===== config.mk =====
export PLATFORM = sky130hd
export DESIGN_NAME = pong_ball_ctrl
export DESIGN_NICKNAME = d
export VERILOG_FILES = /design/src/rtl/pong_pkg.sv /design/src/rtl/btn_sync_edge.sv /design/src/rtl/pong_ball_ctrl.sv
export SDC_FILE = /design/constraint.sdc
export NUM_CORES = 1
export LEC_CHECK = 0
export CORE_MARGIN = 2
export CORE_UTILIZATION = 31
export DETAILED_ROUTE_END_ITERATION = 16
export DONT_BUFFER_PORTS = 1
export PLACE_DENSITY_LB_ADDON = 0.15
export SKIP_LAST_GASP = 1
export SLEW_MARGIN = 30
export SYNTH_ARGS = -nofsm -noshare
export SYNTH_HDL_FRONTEND = slang
export SYNTH_HIERARCHICAL = 1
export SYNTH_SLANG_ARGS = --single-unit

===== constraint.sdc =====
create_clock -name clk_10000hz -period 4.6 [get_ports clk_10000hz]
set_input_delay 0.46 -clock clk_10000hz [delete_from_list [all_inputs] [get_ports clk_10000hz]]
set_output_delay 0.46 -clock clk_10000hz [all_outputs]
set_load 0.02 [all_outputs]

===== src/rtl/pong_pkg.sv =====
// Shared game constants and the ball controller state encoding.
// Latency: n/a (types and constants only).
// Backpressure: n/a.
// Contents: state_t enum, default track length and winning score (also used by the scoreboard).
package pong_pkg;

    // Default track length and winning score, kept here so the scoreboard
    // sizes its 2-bit counters from the same numbers.
    localparam int TRACK_LEN_DEF = 8;
    localparam int WIN_SCORE_DEF = 3;

    typedef enum logic [2:0] {
        SERVE_L   = 3'd0,
        SERVE_R   = 3'd1,
        MOVE_R    = 3'd2,
        MOVE_L    = 3'd3,
        HIT_HOLD  = 3'd4,
        GAME_OVER = 3'd5
    } state_t;

endpackage


===== src/rtl/btn_sync_edge.sv =====
// Raw asynchronous button -> 2-FF synchronizer -> one-cycle rising-edge press pulse.
// Latency: press_o rises 2 clk_i edges after btn_i rises; a held button gives one pulse.
// Backpressure: none; a pulse not consumed in its cycle is lost.
// Ports: clk_i, rst_n_i (async, active-low), btn_i (raw, active-high), press_o (1-cycle pulse).
module btn_sync_edge (
    input  logic clk_i,
    input  logic rst_n_i,
    input  logic btn_i,
    output logic press_o
);

    // [0] metastability stage, [1] synchronized level, [2] previous level
    logic [2:0] sync_q;

    always_ff @(posedge clk_i or negedge rst_n_i) begin
        if (!rst_n_i) begin
            sync_q <= 3'b000;
        end else begin
            sync_q <= {sync_q[1:0], btn_i};
        end
    end

    assign press_o = sync_q[1] & ~sync_q[2];

endmodule


===== src/rtl/pong_ball_ctrl.sv =====
// One-dimensional pong: moves a ball along the LED track, takes paddle returns, and
// emits registered wall-hit pulses for the downstream scoreboard. Optional macro SPEEDUP_EN.
// Latency: button press to state effect is 3 cycles. Backpressure: none (free-running).
// Ports: clk_10000hz, reset (async, active-low), btn_left/btn_right (raw, async),
//        ball_led (one-hot position), left_wall_hit/right_wall_hit (HIT_PULSE-cycle pulses),
//        game_over (sticky until reset).
// SPEEDUP_EN defined: each successful return shortens the step period by 1/8, floored at
// STEP_MIN; the period snaps back to STEP_DIV on every serve.
module pong_ball_ctrl
    import pong_pkg::*;
#(
    parameter int TRACK_LEN = TRACK_LEN_DEF,
    parameter int STEP_DIV  = 2500,
    parameter int STEP_MIN  = 625,
    parameter int HIT_PULSE = 200,
    parameter int WIN_SCORE = WIN_SCORE_DEF
) (
    input  logic                 clk_10000hz,
    input  logic                 reset,
    input  logic                 btn_left,
    input  logic                 btn_right,
    output logic [TRACK_LEN-1:0] ball_led,
    output logic                 left_wall_hit,
    output logic                 right_wall_hit,
    output logic                 game_over
);

    localparam int PSW = (TRACK_LEN > 1) ? $clog2(TRACK_LEN) : 1;
    localparam int CW  = (STEP_DIV > 1) ? $clog2(STEP_DIV) : 1;
    // Period register must hold both STEP_DIV and the speed-up floor.
    localparam int PW  = $clog2(((STEP_DIV > STEP_MIN) ? STEP_DIV : STEP_MIN) + 1);
    localparam int HW  = (HIT_PULSE > 1) ? $clog2(HIT_PULSE) : 1;

    localparam logic [PSW-1:0]       POS_LAST = PSW'(TRACK_LEN - 1);
    localparam logic [TRACK_LEN-1:0] LED_L    = TRACK_LEN'(1);
    localparam logic [TRACK_LEN-1:0] LED_R    = LED_L << (TRACK_LEN - 1);
    localparam logic [HW-1:0]        HOLD_END = HW'(HIT_PULSE - 1);
    localparam logic [1:0]           WIN      = 2'(WIN_SCORE);

    logic press_l, press_r;

    btn_sync_edge u_sync_left (
        .clk_i   (clk_10000hz),
        .rst_n_i (reset),
        .btn_i   (btn_left),
        .press_o (press_l)
    );

    btn_sync_edge u_sync_right (
        .clk_i   (clk_10000hz),
        .rst_n_i (reset),
        .btn_i   (btn_right),
        .press_o (press_r)
    );

    state_t               state_q;
    logic [PSW-1:0]       pos_q;
    logic [CW-1:0]        cnt_q;
    logic [HW-1:0]        hcnt_q;
    logic [1:0]           lhits_q, rhits_q;
    logic [TRACK_LEN-1:0] ball_led_q;
    logic                 left_hit_q, right_hit_q, game_over_q;

    logic [PW-1:0] period;
    logic          step_d;

`ifdef SPEEDUP_EN
    logic [PW-1:0] period_q, period_dec_d, period_ret_d;

    assign period_dec_d = period_q - (period_q >> 3);
    assign period_ret_d = (period_dec_d < PW'(STEP_MIN)) ? PW'(STEP_MIN) : period_dec_d;
    assign period       = period_q;
`else
    assign period       = PW'(STEP_DIV);
`endif

    // Terminal count of the step counter: a step happens this cycle.
    assign step_d = (PW'(cnt_q) == (period - PW'(1)));

    always_ff @(posedge clk_10000hz or negedge reset) begin
        if (!reset) begin
            state_q     <= SERVE_L;
            pos_q       <= '0;
            cnt_q       <= '0;
            hcnt_q      <= '0;
            lhits_q     <= 2'd0;
            rhits_q     <= 2'd0;
            ball_led_q  <= LED_L;
            left_hit_q  <= 1'b0;
            right_hit_q <= 1'b0;
            game_over_q <= 1'b0;
`ifdef SPEEDUP_EN
            period_q    <= PW'(STEP_DIV);
`endif
        end else begin
            case (state_q)
                SERVE_L: begin
                    if (press_l) begin
                        state_q <= MOVE_R;
                        cnt_q   <= '0;
                    end
                end

                SERVE_R: begin
                    if (press_r) begin
                        state_q <= MOVE_L;
                        cnt_q   <= '0;
                    end
                end

                MOVE_R: begin
                    // A return during the whole last-cell period beats a coincident step.
                    if (press_r && (pos_q == POS_LAST)) begin
                        state_q  <= MOVE_L;
                        cnt_q    <= '0;
`ifdef SPEEDUP_EN
                        period_q <= period_ret_d;
`endif
                    end else if (step_d) begin
                        cnt_q <= '0;
                        if (pos_q != POS_LAST) begin
                            pos_q      <= pos_q + 1'b1;
                            ball_led_q <= ball_led_q << 1;
                        end else begin
                            state_q     <= HIT_HOLD;
                            hcnt_q      <= '0;
                            right_hit_q <= 1'b1;
                            ball_led_q  <= '0;
                            rhits_q     <= (rhits_q == 2'd3) ? rhits_q : rhits_q + 2'd1;
                        end
                    end else begin
                        cnt_q <= cnt_q + 1'b1;
                    end
                end

                MOVE_L: begin
                    if (press_l && (pos_q == '0)) begin
                        state_q  <= MOVE_R;
                        cnt_q    <= '0;
`ifdef SPEEDUP_EN
                        period_q <= period_ret_d;
`endif
                    end else if (step_d) begin
                        cnt_q <= '0;
                        if (pos_q != '0) begin
                            pos_q      <= pos_q - 1'b1;
                            ball_led_q <= ball_led_q >> 1;
                        end else begin
                            state_q    <= HIT_HOLD;
                            hcnt_q     <= '0;
                            left_hit_q <= 1'b1;
                            ball_led_q <= '0;
                            lhits_q    <= (lhits_q == 2'd3) ? lhits_q : lhits_q + 2'd1;
                        end
                    end else begin
                        cnt_q <= cnt_q + 1'b1;
                    end
                end

                HIT_HOLD: begin
                    if (hcnt_q == HOLD_END) begin
                        left_hit_q  <= 1'b0;
                        right_hit_q <= 1'b0;
                        if ((lhits_q == WIN) || (rhits_q == WIN)) begin
                            state_q     <= GAME_OVER;
                            game_over_q <= 1'b1;
                        end else begin
                            // The side that just scored serves next.
                            cnt_q <= '0;
`ifdef SPEEDUP_EN
                            period_q <= PW'(STEP_DIV);
`endif
                            if (right_hit_q) begin
                                state_q    <= SERVE_R;
                                pos_q      <= POS_LAST;
                                ball_led_q <= LED_R;
                            end else begin
                                state_q    <= SERVE_L;
                                pos_q      <= '0;
                                ball_led_q <= LED_L;
                            end
                        end
                    end else begin
                        hcnt_q <= hcnt_q + 1'b1;
                    end
                end

                GAME_OVER: begin
                    // Terminal; only reset leaves.
                end

                default: begin
                    state_q    <= SERVE_L;
                    pos_q      <= '0;
                    ball_led_q <= LED_L;
                end
            endcase
        end
    end

    assign ball_led       = ball_led_q;
    assign left_wall_hit  = left_hit_q;
    assign right_wall_hit = right_hit_q;
    assign game_over      = game_over_q;

endmodule


# Word-level counts from Yosys, hierarchy flattened
# Cells that the tools add are included.
# classes
n_addsub	6
eq_ne	28
mux	57
bitwise_logic	12
n_reduce_logical	21
# op_table
op	n
8-bit two-way mux	15
12-bit two-way mux	7
12-bit case mux with 5 select lines	1
3-bit two-way mux	19
8-bit case mux with 4 select lines	1
2-bit != test (second input constant)	13
5-bit AND reduction	5
8-bit case mux with 3 select lines	1
3-bit case mux with 6 select lines	1
8-bit AND reduction	2
3-bit != test (second input constant)	5
12-bit by 1-bit adder with 12-bit output (second input constant)	1
12-bit == test (second input constant)	1
3-bit case mux with 4 select lines	1
1-bit NOT	10
3-bit == test (second input constant)	3
9-bit AND reduction	1
8-bit by 1-bit adder with 8-bit output (second input constant)	1
8-bit == test (second input constant)	1
1-bit two-way mux	8
7-bit two-way mux	1
7-bit AND reduction	1
3-bit by 2-bit == test with 1-bit output (second input constant)	2
3-bit zero test	2
14 further kinds	21
# word_totals
regBits	47
in_bits	4
out_inout_bits	11

# Logic depth before layout (Yosys ltp)
# logic_depth
ltp_word	5
depth_mapped	8
depth_no_buf	7

# By module
# Netlist, hierarchy kept.
# by_module_without_submodules
module	n_inst	cells_each	area_per_inst_um2
pong_ball_ctrl	1	234	2421.1
btn_sync_edge	2	4	88.8

# Worst setup path before layout
# Ideal clock, no wire load.
# synth_timing
kind	register to register
from	reg state_q[2]
to	reg pos_q[2]
arrival_ps	1877
required_time_ps	4475
slack_ps	2598
path_stages_with_launch	9
path_buffers	1
synth_period_minus_slack_ps	2002
path_cell_list	dfrtp_1 -> buf_2 -> nor2b_1 -> nand2_1 -> fa_1 -> xnor2_1 -> a22oi_1 -> o22ai_1 -> mux2_4
# synth_via
elab_chain_len	4
# synth_rtl
item	line	text
start, declared	pong_ball_ctrl.sv:56	state_t state_q;
start signal, assigned	pong_ball_ctrl.sv:82	state_q <= SERVE_L;
start signal, assigned	pong_ball_ctrl.sv:99	state_q <= MOVE_R;
start signal, assigned	pong_ball_ctrl.sv:106	state_q <= MOVE_L;
3-bit by 1-bit == test with 1-bit output (tied with other cells)	pong_ball_ctrl.sv:96	case (state_q)
3-bit OR reduction (no source line)	--	
1-bit NOT (no source line)	--	
9-bit AND reduction (no source line)	--	
end signal, assigned	pong_ball_ctrl.sv:122	pos_q <= pos_q + 1'b1;
end signal, assigned	pong_ball_ctrl.sv:146	pos_q <= pos_q - 1'b1;
end, declared	pong_ball_ctrl.sv:57	logic [PSW-1:0] pos_q;
# Several ways; a longest one is shown, not always the timed one.
# A chain may end at the register's enable or synchronous reset.

# Final worst setup path
# layout_timing
from	reg rhits_q[0]
to	reg cnt_q[7]
# layout_via
elab_chain_len	4
# layout_rtl
item	line	text
start, declared	pong_ball_ctrl.sv:60	logic [1:0] lhits_q, rhits_q;
start signal, assigned	pong_ball_ctrl.sv:129	rhits_q <= (rhits_q == 2'd3) ? rhits_q : rhits_q + 2'd1;
2-bit == test	pong_ball_ctrl.sv:164	if ((lhits_q == WIN) || (rhits_q == WIN)) begin
1-bit logical OR	pong_ball_ctrl.sv:164	
2-bit != test (no source line)	--	
5-bit AND reduction (no source line)	--	
end signal, assigned	pong_ball_ctrl.sv:132	cnt_q <= cnt_q + 1'b1;
end signal, assigned	pong_ball_ctrl.sv:156	cnt_q <= cnt_q + 1'b1;
end, declared	pong_ball_ctrl.sv:58	logic [CW-1:0] cnt_q;
# Every way passes these cells.

==> results.py <==
metrics = {
    "run_status": {
        "status": "complete, no violations",
    },
    "synth": {
        "ys_seq_area_share_pct": 45.31,
        "ys.flop_type": "dfrtp_1",
        "ys_seq_elements": 47,
        "synth-edff-count": 0,
        "synthArstFlopShare_pct": 100.0,
        "synth.distinct_cells": 55,
        "synth.avg_cell_area_sq_um": 10.74,
        "synth_cells": 242,
        "syn-num-nets": 251,
        "syn-cell-area_sq_um": 2599,
        "yosys_warnings": 6,
    },
    "global_routing": {
        "grt_pass1_wl_mm": 9.059,
        "grt_max_degree": 48,
        "grt.met2_usage_pct": 18.71,
        "grt-busiest-layer": "met2",
        "use_met3_pct": 3.241,
        "grt_pass1_vias": 1810,
        "grt-ovfl-total": 0,
        "antenna_found_initial": 0,
        "grt_use_total_pct": 12.70,
        "use_met1_pct": 17.86,
    },
    "finish": {
        "area_delta_synth_final_pct": 7.800,
        "fill_cells": 848,
        "antenna_cells": 0,
        "final_util_pct": 34.27,
        "layout-drive-gt1-share_pct": 14.46,
        "nets": 250,
    },
    "critical_path": {
        "path_class": "reg2reg",
        "crit_arrival_ps": 2570,
        "start_kind": "flip-flop",
        "crit_required_ps": 4780,
        "endpoint_kind": "flip-flop",
        "crit_fanout": 7,
    },
    "sta": {
        "clock_skew_ps": 9.537,
        "fin_tns_setup_ps": 0,
        "holdWs_ps": 175.8,
        "min_period_over_period_pct": 51.91,
        "setup_viol": 0,
        "drv_slew": 0,
        "fmax_mhz": 418.8,
        "worst_pin_slew_ps": 640.4,
        "slew_headroom_pct": 57.22,
        "period_needed_ps": 2388,
        "hold_viol_final": 0,
        "rsz0062_at_grt": "no",
    },
    "floorplan": {
        "dieHeight_microns": 95.56,
        "core_sq_um": 8175,
        "start_util_pct": 31.79,
        "fp.dieW_microns": 95.56,
        "io_pins": 15,
        "die_area_sq_um": 9132,
        "fp-row-count": 33,
    },
    "power_and_ir_drop": {
        "vdd_drop_max_uv": 160.7,
        "powerDensity_nw_per_um2": 321.6,
        "power.leakage_uw": 0.001254,
    },
    "cts": {
        "clock_latency_ps": 300,
        "numClockSinks": 47,
        "cts_tree": "yes",
        "htree_levels": 2,
        "postCtsHoldBufs": 1,
        "clock_path_buffers": 2,
        "postCtsResizedCells": 0,
        "root_buffer": "clkbuf_8",
        "cts_buffers": 5,
        "clkTransAtPathRegs_ps": 100,
        "post_cts_buffers": 0,
    },
    "placement": {
        "place_hpwl_mm": 3.634,
        "gp_congestion": 0.7233,
        "io_buffers": 0,
    },
    "drt": {
        "wirelength_mm": 5.274,
        "viasPerCell": 5.112,
        "ant_nets": 0,
        "wl_per_cell_microns": 15.20,
        "drc_errors": 0,
        "firstDrtPassIters": 4,
        "vias": 1774,
        "drt_iter0_markers": 73,
    },
    "hold_path": {
        "hp-class": "in2reg",
    },
    "flow_run": {
        "maxCapViolations": 0,
    },
}
## cells in the final DEF, fill, tap and decap left out, types with 4 or more instances in the layout
cell type  count
a21oi_1       13
a22o_1         7
a31oi_1        8
a41oi_1        4
and2_1         4
and3_1         6
clkbuf_8       5
dfrtp_1       46
ha_1           4
inv_1         12
mux2_4        11
nand2_1       24
nand2b_1       4
nand3_1       13
nor2_1         5
nor2b_1        4
o21a_1         4
o21ai_0       11
o22ai_1        4
xnor2_1        4
## Yosys cell counts, drive strengths merged (4+ instances only)
library cell	n	area, sq um
ha	4	50.05
o21ai	12	60.05
inv	12	45.04
and3	6	37.54
a22o	7	61.31
a21oi	13	65.06
nand3	13	65.06
o21a	5	45.04
a41oi	4	35.03
nor2b	6	52.55
nand2	24	90.09
o22ai	4	25.02
dfrtp	46	1151
nand2b	4	25.02
mux2	13	187.7
nor2	6	25.03
a31oi	8	50.05
and2	4	25.02
buf	9	78.82
xnor2	4	35.03
## power by group
part           internal [uW]  switching [uW]  total [uW]
Sequential               447            47.5         494
Clock                    162             148         310
Combinational           44.7            52.1        96.8
## layer usage
layer  vias to the layer above  part of all wire, %
met5                         -                    0
met1                       871                   52
li1                        885                    -
met2                        14                   44
met4                         0                  1.3
met3                         4                  2.4
## per-stage QoR
| stage | setup WS [ps] | power, uW | cells | cell area [sq um] |
|---|---|---|---|---|
| after detailed placement | 2196 | 587.2 | 337 | 2651 |
| final | 2212 | 901.0 | 347 | 2801 |
| after global placement | 2028 | 585.6 | 336 | 2644 |
| after global routing | 2000 | 958.6 | 347 | 2801 |
| after CTS | 2181 | 910.3 | 346 | 2791 |
| after floorplan | 2598 | 565.0 | 242 | 2599 |
## logic make-up after synthesis
| logic type | count (synthesis) | synth area share (%) |
|---|---|---|
| AND/OR/NAND/NOR | 81 | 19.07 |
| AO/OA/AOI/OAI | 65 | 17.86 |
| flip-flops | 47 | 45.31 |
| buffers and inverters | 23 | 5.055 |
| multiplexers | 15 | 7.992 |
| XOR/XNOR | 6 | 2.022 |
| adder cells (fa/ha/maj) | 5 | 2.696 |
## state kept, by name, indices dropped and copies added, names as in the netlist
register	cells
cnt_q	12
left_wall_hit	1
pos_q	3
right_wall_hit	1
u_sync_right/sync_q	3
game_over	1
lhits_q	2
hcnt_q	8
rhits_q	2
state_q	3
ball_led	8
u_sync_left/sync_q	3
## path summary, 6_finish.rpt
check,start,slack (ps),endpoint,depth (start not counted)
worst max-delay path,rhits_q[0]$_DFFE_PN0P_,2210,cnt_q[7]$_DFFE_PN0P_,6
worst min-delay path,btn_left,180,u_sync_left/sync_q[0]$_DFF_PN0_,0
min in group asynchronous,reset,650,hcnt_q[6]$_DFFE_PN0P_,2
worst min register to register,u_sync_right/sync_q[0]$_DFF_PN0_,360,u_sync_right/sync_q[1]$_DFF_PN0_,0
max in group asynchronous,reset,3660,ball_led[0]$_DFFE_PN1P_,2
worst max register to register,rhits_q[0]$_DFFE_PN0P_,2210,cnt_q[7]$_DFFE_PN0P_,6
## worst max-delay path: stages (launching register included)
cell,delay (ps)
dfrtp_1,400
ha_1,220
or2_2,330
or4_1,470
a21oi_1,480
buf_4,260
o221ai_1,110
## final cells by class
class / count / area (sq um) / area share, %
Multi-Input combinational cell: 172 / 1290 / 46.05
Clock inverter: 3 / 43.79 / 1.563
Tap cell: 105 / 131.4 / 4.690
Inverter: 12 / 45.04 / 1.608
Sequential cell: 47 / 1177 / 42.03
Timing Repair Buffer: 3 / 45.04 / 1.608
Clock buffer: 5 / 68.82 / 2.456
Note: power is estimated with default switching activity, not from simulation.
